`config.mk`:
```
export PLATFORM = sky130hd
export DESIGN_NAME = cadder_pipe
export DESIGN_NICKNAME = d
export VERILOG_FILES = /design/src/rtl/cadder_pipe.sv
export SDC_FILE = /design/constraint.sdc
export NUM_CORES = 1
export LEC_CHECK = 0
export ABC_CLOCK_PERIOD_IN_PS = 1650
export BUFFER_PORTS_ARGS = -buffer_cell sky130_fd_sc_hd__buf_2
export CORE_MARGIN = 5
export CORE_UTILIZATION = 30
export DETAILED_ROUTE_END_ITERATION = 16
export PLACE_DENSITY = 0.58
export SETUP_SLACK_MARGIN = 0.2
export SYNTH_ARGS = -nofsm -noshare
export SYNTH_HDL_FRONTEND = slang
export SYNTH_SLANG_ARGS = --single-unit
```
`constraint.sdc`:
```
create_clock -name clk -period 1.65 [get_ports clk]
set_clock_uncertainty 0.05 [all_clocks]
set_input_delay 0.33 -clock clk [delete_from_list [all_inputs] [get_ports clk]]
set_output_delay 0.33 -clock clk [all_outputs]
set_load 0.1 [all_outputs]
```
`src/rtl/cadder_pipe.sv`:
```
// -----------------------------------------------------------------------------
// cadder_pipe
//   Pipelined WIDTH-bit adder split into SEGMENTS carry segments of
//   SW = WIDTH/SEGMENTS bits each, behind a valid/ready handshake. Stage k adds
//   operand bits [k*SW +: SW] plus the carry registered by stage k-1. The whole
//   pipe advances together (no skid buffering), so backpressure freezes every
//   stage. CARRY_ERROR=1 drops the carry leaving segment ERR_SEG so golden
//   tests can see a defect at a known bit position. A saturating counter
//   tallies delivered results whose final carry is set.
//
// Ports
//   clk        in   clock, all state on the rising edge
//   rst_n      in   asynchronous active-low reset
//   in_valid   in   operand pair offered
//   in_ready   out  operands accepted this cycle (pipe is advancing)
//   A, B       in   WIDTH-bit operands
//   out_valid  out  Z holds a result
//   out_ready  in   downstream takes Z
//   Z          out  WIDTH+1-bit sum, bit WIDTH is the final carry
//   carry_cnt  out  saturating count of delivered results with Z[WIDTH]=1
//   cnt_clr    in   synchronous clear of carry_cnt (wins over an increment)
// -----------------------------------------------------------------------------
module cadder_pipe #(
  parameter int WIDTH       = 4,
  parameter int SEGMENTS    = 2,
  parameter int CARRY_ERROR = 0,
  parameter int ERR_SEG     = 0,
  parameter int CNT_W       = 8
) (
  input  logic             clk,
  input  logic             rst_n,
  input  logic             in_valid,
  output logic             in_ready,
  input  logic [WIDTH-1:0] A,
  input  logic [WIDTH-1:0] B,
  output logic             out_valid,
  input  logic             out_ready,
  output logic [WIDTH:0]   Z,
  output logic [CNT_W-1:0] carry_cnt,
  input  logic             cnt_clr
);

  localparam int SW = WIDTH / SEGMENTS;

  genvar gi;

  generate
    if ((WIDTH % SEGMENTS) != 0) begin : g_bad_split
      $error("cadder_pipe: WIDTH must be divisible by SEGMENTS");
    end
    if ((CARRY_ERROR != 0) && (SEGMENTS > 1) &&
        ((ERR_SEG < 0) || (ERR_SEG > SEGMENTS - 2))) begin : g_bad_err_seg
      $error("cadder_pipe: ERR_SEG must lie in 0..SEGMENTS-2");
    end
  endgenerate

  logic             out_valid_q;
  logic [WIDTH:0]   z_q;
  logic [CNT_W-1:0] cnt_q;
  logic [CNT_W-1:0] cnt_d;
  logic             advance;
  logic             last_v;
  logic [WIDTH:0]   z_d;

  // Pipe moves whenever the output slot is empty or being drained.
  assign advance = ~out_valid_q | out_ready;

  // Intermediate stages 0..SEGMENTS-2. Stage gi holds the low (gi+1)*SW sum
  // bits, its carry-out and the operand bits not yet consumed.
  generate
    for (gi = 0; gi < SEGMENTS - 1; gi++) begin : g_stg
      localparam int   LO   = (gi + 1) * SW;
      localparam int   REM  = WIDTH - LO;
      localparam logic KILL = (CARRY_ERROR != 0) && (gi == ERR_SEG);

      logic            valid_q;
      logic [LO-1:0]   sum_q;
      logic            carry_q;
      logic [REM-1:0]  a_q;
      logic [REM-1:0]  b_q;

      logic            v_in;
      logic            c_in;
      logic [SW-1:0]   a_seg;
      logic [SW-1:0]   b_seg;
      logic [REM-1:0]  a_hi;
      logic [REM-1:0]  b_hi;
      logic [SW:0]     seg_sum;
      logic [LO-1:0]   sum_d;

      if (gi == 0) begin : g_src
        assign v_in  = in_valid;
        assign c_in  = 1'b0;
        assign a_seg = A[SW-1:0];
        assign b_seg = B[SW-1:0];
        assign a_hi  = A[WIDTH-1:SW];
        assign b_hi  = B[WIDTH-1:SW];
        assign sum_d = seg_sum[SW-1:0];
      end else begin : g_src
        assign v_in  = g_stg[gi-1].valid_q;
        assign c_in  = g_stg[gi-1].carry_q;
        assign a_seg = g_stg[gi-1].a_q[SW-1:0];
        assign b_seg = g_stg[gi-1].b_q[SW-1:0];
        assign a_hi  = g_stg[gi-1].a_q[REM+SW-1:SW];
        assign b_hi  = g_stg[gi-1].b_q[REM+SW-1:SW];
        assign sum_d = {seg_sum[SW-1:0], g_stg[gi-1].sum_q};
      end

      assign seg_sum = {1'b0, a_seg} + {1'b0, b_seg} + {{SW{1'b0}}, c_in};

      always_ff @(posedge clk or negedge rst_n) begin
        if (!rst_n) begin
          valid_q <= 1'b0;
          sum_q   <= '0;
          carry_q <= 1'b0;
          a_q     <= '0;
          b_q     <= '0;
        end else if (advance) begin
          valid_q <= v_in;
          // Data only loads for real operands so bubbles leave it untouched.
          if (v_in) begin
            sum_q   <= sum_d;
            // The injected defect: this boundary's carry never reaches the
            // next segment.
            carry_q <= seg_sum[SW] & ~KILL;
            a_q     <= a_hi;
            b_q     <= b_hi;
          end
        end
      end
    end

    // Final segment produces the full sum including the final carry.
    if (SEGMENTS == 1) begin : g_last_src
      assign last_v = in_valid;
      assign z_d    = {1'b0, A} + {1'b0, B};
    end else begin : g_last_src
      localparam int P = SEGMENTS - 2;
      logic [SW:0] top_sum;
      assign top_sum = {1'b0, g_stg[P].a_q} + {1'b0, g_stg[P].b_q} +
                       {{SW{1'b0}}, g_stg[P].carry_q};
      assign last_v  = g_stg[P].valid_q;
      assign z_d     = {top_sum, g_stg[P].sum_q};
    end
  endgenerate

  always_comb begin
    cnt_d = cnt_q;
    if (cnt_clr) begin
      cnt_d = '0;
    end else if (out_valid_q && out_ready && z_q[WIDTH] && (cnt_q != {CNT_W{1'b1}})) begin
      cnt_d = cnt_q + 1'b1;
    end
  end

  always_ff @(posedge clk or negedge rst_n) begin
    if (!rst_n) begin
      out_valid_q <= 1'b0;
      z_q         <= '0;
      cnt_q       <= '0;
    end else begin
      cnt_q <= cnt_d;
      if (advance) begin
        out_valid_q <= last_v;
        if (last_v) begin
          z_q <= z_d;
        end
      end
    end
  end

  assign in_ready  = advance;
  assign out_valid = out_valid_q;
  assign Z         = z_q;
  assign carry_cnt = cnt_q;

endmodule

```
* After elaboration in Yosys (flattened, before gate mapping) *
Cells that the tools add are included.

word-level totals
  register bits after elaboration = 22
  bits of input ports = 13
  output and inout bits = 15
  logic and storage cells = 23

cells by class
  add/subtract/negate cells = 4
  eq/ne operators = 1
  mux-type cells = 2
  bitwise gates (word level) = 2
  reductions and logical operators = 6

operator list
  operator                                      count
  two-way mux 8 bit                             2
  adder 8 x 1 -> 8 bit, second input constant   1
  inequality test 8 bit, second input constant  1
  adder 2 x 2 -> 3 bit                          2
  AND reduction 2 bit                           2
  adder 3 x 1 -> 3 bit                          1
  logical AND 1 bit                             3
  nonzero test 2 bit                            1
  inverter 1 bit                                1
  OR 1 bit                                      1

* Longest topological paths before layout *
Gate-level depths: netlist of run 1.

  depth in word-level cells = 5
  mapped depth = 5
  depth with buffers taken out = 5

* Worst setup path before layout of run 1 *
OpenSTA, ideal clock, no wires.

  path type = flip-flop to flip-flop
  from = reg out_valid_q, in the netlist out_valid
  to = reg g_stg[0].a_q[0]
  library setup time = 125 ps
  arrival = 2668 ps
  data required time = 1475 ps
  path slack = -1193 ps
  cell stages (with the launch flop) = 4
  buffers on the path = 0
  period minus slack after synthesis = 2843 ps
  cells stage by stage = dfrtp_1 nand2b_1 nand2_1 mux2_2

between the ends
  word-level cells in the longest chain between the ends = 3

ends and longest elaborated chain
  what                                  line  text
  start: declaration                    57    logic out_valid_q;
  start signal: assignment              164   out_valid_q <= last_v;
  inverter 1 bit                        66    assign advance = ~out_valid_q | out_ready;
  OR 1 bit                              66
  named net in_ready                    33    output logic in_ready,
  AND reduction 2 bit (no source line)  --
  end signal: assignment                126   a_q <= a_hi;
  end: declaration                      79    logic [REM-1:0] a_q;

The timed path passes the listed nets, and every way through them passes these cells.
A chain may end at the register's enable or synchronous reset.

* Worst setup path after layout of run 1 *
  from = reg out_valid_q, in the netlist out_valid
  to = reg cnt_q[5], in the netlist carry_cnt[5]

between the ends
  word-level cells in the longest chain between the ends = 4

ends and longest elaborated chain
  what                                 line  text
  logical AND 1 bit (3 in a row)       151   end else if (out_valid_q && out_ready && z_q[WIDTH] && (cnt_q != {CNT_W{1'b1}})) begin
  nonzero test 2 bit (no source line)  --
  end signal: assignment               162   cnt_q <= cnt_d;
  end: declaration                     59    logic [CNT_W-1:0] cnt_q;

Every way passes these cells.

==> results of run 1 <==
-- registers in the layout (all words and copies together), names as in the netlist --
name,flops
carry_cnt,8
Z,5
g_stg.valid_q,1
g_stg.sum_q,2
g_stg.a_q,2
g_stg.b_q,2
out_valid,1
g_stg.carry_q,1
-- through the flow --
stage                     instances  TNS (ps)
final                           185         0
after global placement          164         0
after detailed placement        164         0
after floorplan                  92    -296.0
after CTS                       175         0
after global routing            185         0
-- power breakdown --
group | total, W | internal, W | leakage, nW | switching (W)
clock network | 0.000259 | 0.0000944 | 0.0150 | 0.000165
registers | 0.000730 | 0.000652 | 0.261 | 0.0000778
logic | 0.000987 | 0.000315 | 0.455 | 0.000672
-- cell usage after synthesis, drive strengths merged --
cell / number / area share (%)
dfrtp: 22 / 53
nand2: 10 / 3.6
mux2: 9 / 9.8
inv: 7 / 2.5
nor2: 7 / 2.5
nor3: 6 / 2.9
o21ai: 6 / 2.9
a21oi: 4 / 1.9
nand3: 4 / 1.9
fa: 3 / 5.8
ha: 2 / 2.4
mux2i: 2 / 1.9
nand4: 2 / 2.7
and3: 1 / 1.1
buf: 1 / 0.36
nand2b: 1 / 0.60
o21a: 1 / 0.73
o31ai: 1 / 0.73
or3: 1 / 0.73
or4: 1 / 0.73
xor2: 1 / 0.85
-- critical path: stages, from the launching register on --
cell,delay [ps]
dfrtp_4,460
and3_4,210
nand4_4,110
or4_4,500
a21oi_2,120
-- worst max path at each step --
stage	start	to	slack, ps	cells past startpoint
6_report	out_valid	carry_cnt[5]	140	4
5_1_grt	out_valid	carry_cnt[5]	110	4
4_1_cts	carry_cnt[1]	carry_cnt[3]	110	5
3_5_place_dp	out_valid	carry_cnt[5]	100	4
3_3_place_gp	out_valid	carry_cnt[5]	110	4
2_1_floorplan	out_valid	carry_cnt[5]	-110	4
-- metal layers --
layer	track usage, %	wire, um	up-vias
met5	0	0	-
met4	2.920	26	0
met3	4.376	145	4
met2	18.12	1090	28
met1	11.71	987	412
li1	-	-	413
-- layout by cell type (no fill, tap or decap), types with 2 or more instances in the layout --
cell type,n
a21oi_1,2
a21oi_2,2
buf_2,12
buf_4,23
buf_6,4
buf_8,3
clkbuf_4,3
dfrtp_1,12
dfrtp_2,4
dfrtp_4,6
fa_1,2
inv_1,5
inv_2,2
mux2_4,8
mux2i_1,2
nand2_1,8
nand3_1,3
nor2_1,6
nor3_1,5
o21ai_0,4
-- cells by family after synthesis --
logic type                 after synthesis  synth area share, %
and+or+nand+nor                         33                16.81
DFF                                     22                53.20
AOI/OAI and AO/OA                       12                6.289
muxes                                   11                11.73
buffers and inverters                    8                2.902
adders and majority gates                5                8.222
xor gates and xnor gates                 1               0.8466
-- what timing repair did --
item	CTS	global route
hold buffers	1	0
gates resized for setup	22	12
endpoints found under the hold margin	22	0
pin swaps	4	5
endpoints found under the setup margin	21	12
buffers inserted	6	10
-- layout make-up --
cell class	instances	share of cell area, %
multi-input cells	62	35.05
inverters	7	1.639
flip-flops and latches	22	36.07
well taps	46	3.591
clock buffers	4	1.639
repair buffers	44	22.01
==> metrics.csv, run 1 <==
metric;value;unit
port_buffers;27;
fin_crit_sh;91.27;%
die_x;68.73;um
relSlewSlack;67.68;%
viasPerCell;4.632;
fillers;336;
area_growth_syn_to_layout;54.90;%
hp-class;in -> reg;
startpoint_type;flop;
synth-seq-cells;22;
yosysWarnings;0;
grt_overflow;0;
fmax;0.6640;GHz
placementRows;21;
first_pass_iters;4;
r2r_start;out_valid;
fp.dieH;68.73;um
syn-cell-area;0.001035;mm2
ant_nets;0;
vdd_drop_max;0.0009806;V
regArea;578.1;um2
drv_slew;0;
max_cap_viol_count;0;
arrival;1710;ps
multiInputGateArea;561.8;um2
fin_crit;1506;ps
cts.sink_count;22;
num_vias;857;
fin_util;48.03;%
endpoint_kind;flop;
hold_violations;0;
synth_area_per_cell;11.25;um2
reg2reg_depth;4;
cts.clk_slew.worst_paths;130;ps
yosysSeqAreaShare;53.20;%
clk-insertion-delay-late;310;ps
clock_path_buffers;2;
clockRootBuffer;clkbuf_4;
netlist_instances;92;
p_leak;0.7307;nW
stdcell_area;0.001603;mm2
start_util;31.01;%
route.detailed.drc;0;
setup_viol;0;
routedWlPerCell;12.16;um
cp.required;1850;ps
cts_tree;done;
ys_types;22;
track_usage;10.45;%
reg2reg_setup_slack;140;ps
layout_setup_ws;144.1;ps
dieArea;0.004724;mm2
core-area;0.003337;mm2
critPathKind;reg -> reg;
htree_levels;1;
grt_pass1_wl;3663;um
total_power;0.001976;W
synthesis.nets;110;
dpl.hpwl;1585;um
gp_congestion;0.8187;
status;complete, no violations;
grt_pass1_vias;838;
min_from;A[2];
antenna_cells;0;
grt_max_degree;23;
numCtsBuffers;3;
place_ws;99.89;ps
wl;2249;um
tightest_slew;484.7;ps
holdPathStages;2;
worst_hold_slack;198.8;ps
nNetsFinal;158;
r2r-end;carry_cnt[5];
path_max_fanout;5;
grt_antenna_before_repair;0;
min_to;g_stg[0].a_q[0];
drive_above_1_share;58.99;%
rsz0062_at_grt;true;
p_per_area;1233;mW/mm2
num_io_pins;28;
drtIter0Drc;37;
dpl_cell_area;0.001348;mm2
Power figures use the tool's default switching activity.
==> run 2, diff against run 1 <==
SETUP_SLACK_MARGIN = 0.02   (was 0.2)
==> metrics.csv, run 2 (synthesis gave the netlist of run 1 again) <==
metric;value;unit
port_buffers;27;
cts.sink_count;22;
tns;0;ps
mostFrequentLayoutCells;buf_2 (22), dfrtp_1 (12), mux2_2 (9);
clk-insertion-delay-late;310;ps
fin_crit;1576;ps
critPathKind;reg -> out;
fmax;0.6346;GHz
num_io_pins;28;
route.detailed.drc;0;
grt_antenna_before_repair;0;
track_usage;10.13;%
setup_viol;0;
grt_pass1_wl;3512;um
die_x;68.73;um
max_cap_viol_count;0;
core-area;0.003337;mm2
grt_max_degree;23;
cts.clk_slew.worst_paths;120;ps
drv_slew;0;
worstPathCellList;buf_2;
endpoint_kind;primary output;
viasPerCell;4.645;
antenna_cells;0;
worst-path-buf-inv;1;
cp.required;1270;ps
relSlewSlack;67.52;%
dieArea;0.004724;mm2
grt_overflow;0;
postCtsSetupRepairBufs;0;
fin_crit_sh;95.51;%
routedWlPerCell;12.34;um
area_growth_syn_to_layout;31.68;%
p_per_area;1354;mW/mm2
drive_above_1_share;48.78;%
first_pass_iters;3;
arrival;1200;ps
numCtsBuffers;3;
wl;2085;um
placementRows;21;
path_delay_family;flip-flops;
slowest_delay;460;ps
clockRootBuffer;clkbuf_4;
htree_levels;1;
tightest_slew;487.2;ps
hp-class;in -> reg;
grt_pass1_vias;819;
place_inst;164;
hold_violations;0;
p_leak;0.6058;nW
num_vias;785;
largest_reg_flops;8;
fp.dieH;68.73;um
nNetsFinal;142;
ant_nets;0;
stdcell_count;169;
final_common_cell;buf_2;
path_max_fanout;4;
vdd_drop_max;0.0006535;V
clock_path_buffers;2;
status;complete, no violations;
gp_congestion;0.8068;
start_util;31.01;%
critPathSlowestCell;dfrtp_4;
rsz0062_at_grt;true;
startpoint_type;flop;
cts_tree;done;
dpl.hpwl;1623;um
drtIter0Drc;25;
[run 2: changes by cell type in the layout (fill, tap and decap cells not counted), sizes merged]
cell | previous run | this run
buf | 43 | 24
clkbuf | 4 | 7
[run 2: final cells by class]
| class | instances | area (um2) |
|---|---|---|
| tap | 46 | 57.56 |
| fill | 348 | 1974 |
| timing repair buffer | 28 | 170.2 |
| sequential | 22 | 578.1 |
| multi-input combinational | 62 | 494.2 |
| inverter | 7 | 26.28 |
| clock buffer | 4 | 36.28 |
[run 2: through the flow]
stage                     power (W)  util (%)  setup slack [ps]  cell area [um2]  hold WS, ps
after global placement     0.001535     38.85             115.9             1296        269.6
after detailed placement   0.001558     38.85             41.41             1296        280.7
final                      0.001845     40.83             74.16             1363        191.2
after CTS                  0.001874     40.31             23.48             1345        176.3
after floorplan            0.001386         -            -113.7             1092       -15.59
after global routing       0.001945     40.83             19.08             1363        156.0
[run 2: worst reg2reg max path, stage by stage (launching register included)]
cell and delay, ps:
dfrtp_4 540, ha_4 190, nand3_1 90, nor2_1 70, or4_4 430, a21oi_2 140
[run 2: where the power goes]
group	leakage [nW]	internal, W	switching [W]
registers	0.261	0.000651	0.0000651
clock network	0.0210	0.000135	0.000170
logic	0.324	0.000174	0.000650
[run 2: repair_timing]
action / CTS / global route
resized for setup: 1 / 7
endpoints found under the hold margin: 22 / 0
endpoints found under the setup margin: 1 / 7
pin swaps: 0 / 1
hold buffers: 1 / 0
[run 2: routing by layer]
metal  vias to the layer above  GRT usage [%]  routed length, um
li1                        378              -                  -
met1                       384          10.76                867
met2                        23          18.24               1044
met3                         0          4.700                173
met4                         0          2.190                  0
met5                         -              0                  0
[run 2: final timing paths]
| path | slack (ps) | endpoint | cells past startpoint | from |
|---|---|---|---|---|
| worst max-delay path | 70 | out_valid | 1 | out_valid |
| worst min-delay path | 190 | g_stg[0].b_q[1] | 2 | B[3] |
| worst max register to register | 90 | carry_cnt[5] | 5 | carry_cnt[0] |
| worst min register to register | 450 | Z[3] | 2 | Z[3] |
| max in group asynchronous | 720 | Z[4] | 2 | rst_n |
| min in group asynchronous | 450 | carry_cnt[1] | 2 | rst_n |
==> run 3, diff against run 2 <==
CELL_PAD_IN_SITES_DETAIL_PLACEMENT = 1   (was unset)
CELL_PAD_IN_SITES_GLOBAL_PLACEMENT = 1   (was unset)
CORE_UTILIZATION = 39   (was 30)
PLACE_DENSITY = 0.84   (was 0.58)
==> metrics.csv, run 3 (synthesis gave the netlist of run 1 again) <==
metric;value;unit
placementRows;18;
hp-class;in -> reg;
final_common_cell;buf_2;
dpl_cell_area;0.001276;mm2
wl;2311;um
grt_max_degree;23;
cts.clk_slew.worst_paths;120;ps
dieArea;0.003783;mm2
arrival;1790;ps
p_leak;0.6092;nW
gp_congestion;0.7261;
viasPerCell;5.169;
clk-insertion-delay-late;310;ps
die_x;61.51;um
drv_slew;0;
grt_antenna_before_repair;0;
grt_pass1_wl;3705;um
dpl.hpwl;1755;um
fp.dieH;61.51;um
antenna_cells;0;
startpoint_type;flop;
mostFrequentLayoutCells;buf_2 (22), dfrtp_1 (12), mux2_2 (9);
cts_tree;done;
drtIter0Drc;11;
setup_viol;0;
tightest_slew;497.4;ps
cts.sink_count;22;
num_vias;796;
worst_hold_slack;192.7;ps
clock_path_buffers;2;
cp.required;1830;ps
stdcell_area;0.001340;mm2
rsz0062_at_grt;true;
htree_levels;1;
fmax;0.6197;GHz
start_util;41.39;%
track_usage;13.34;%
grt_pass1_vias;902;
place_ws;85.97;ps
layout_setup_ws;36.25;ps
core-area;0.002500;mm2
status;complete, no violations;
numCtsBuffers;3;
route.detailed.drc;0;
vdd_drop_max;0.001127;V
port_buffers;27;
first_pass_iters;2;
path_max_fanout;2;
hold_violations;0;
area_growth_syn_to_layout;29.50;%
max_cap_viol_count;0;
grt_overflow;0;
largest_reg_flops;8;
routedWlPerCell;15.01;um
nNetsFinal;143;
critPathKind;reg -> reg;
num_io_pins;28;
fin_crit_sh;97.80;%
p_per_area;1381;mW/mm2
ant_nets;0;
relSlewSlack;66.84;%
drive_above_1_share;46.77;%
fin_crit;1614;ps
clockRootBuffer;clkbuf_4;
endpoint_kind;flop;
## run 3: critical path, cell delays in order (launching register included)
cell and delay, ps:
dfrtp_1 370, inv_1 60, fa_1 440, fa_1 420, o21ai_0 190
## run 3: path summary, 6_finish.rpt
kind                                   from               to  slack (ps)  depth (start not counted)
max                        g_stg[0].carry_q             Z[3]          40                          4
min                                    A[3]  g_stg[0].a_q[1]         190                          2
max reg2reg                g_stg[0].carry_q             Z[3]          40                          4
min reg2reg                g_stg[0].valid_q        out_valid         450                          2
max in group asynchronous             rst_n        out_valid         710                          2
min in group asynchronous             rst_n     carry_cnt[7]         450                          2
## run 3: through the flow
step	total power, W	setup TNS [ps]	cells	util [%]
2_1_floorplan	0.001386	-296.0	92	-
3_3_place_gp	0.001533	0	148	51.05
3_5_place_dp	0.001551	0	148	51.05
4_1_cts	0.001860	0	153	52.90
5_1_grt	0.001945	-61.44	154	53.60
6_report	0.001851	0	154	53.60
## run 3: per-layer routing
metal	global-route usage, %	up-vias	share of wire [%]
met1	13.39	395	40
met2	26.61	21	53
met5	0	-	0
li1	-	377	-
met3	2.096	3	5.8
met4	5.455	0	1.3
## run 3: area by class of cell
type | count | area, um2
Fill cell | 279 | 1160
Sequential cell | 22 | 578.1
Multi-Input combinational cell | 62 | 484.2
Timing Repair Buffer | 29 | 177.7
Tap cell | 30 | 37.54
Clock buffer | 4 | 36.28
Inverter | 7 | 26.28
## run 3: timing repair
| action | CTS | global route |
|---|---|---|
| endpoints found under the hold margin | 22 | 0 |
| setup endpoints to repair | 0 | 5 |
| buffers inserted | 0 | 1 |
| resized for setup | 0 | 4 |
| hold buffers | 1 | 0 |
## run 3: power breakdown
group	internal (W)	switching (W)	total, W
registers	0.000652	0.0000731	0.000725
logic	0.000172	0.000649	0.000822
clock network	0.000135	0.000170	0.000305
total	0.000959	0.000892	0.00185
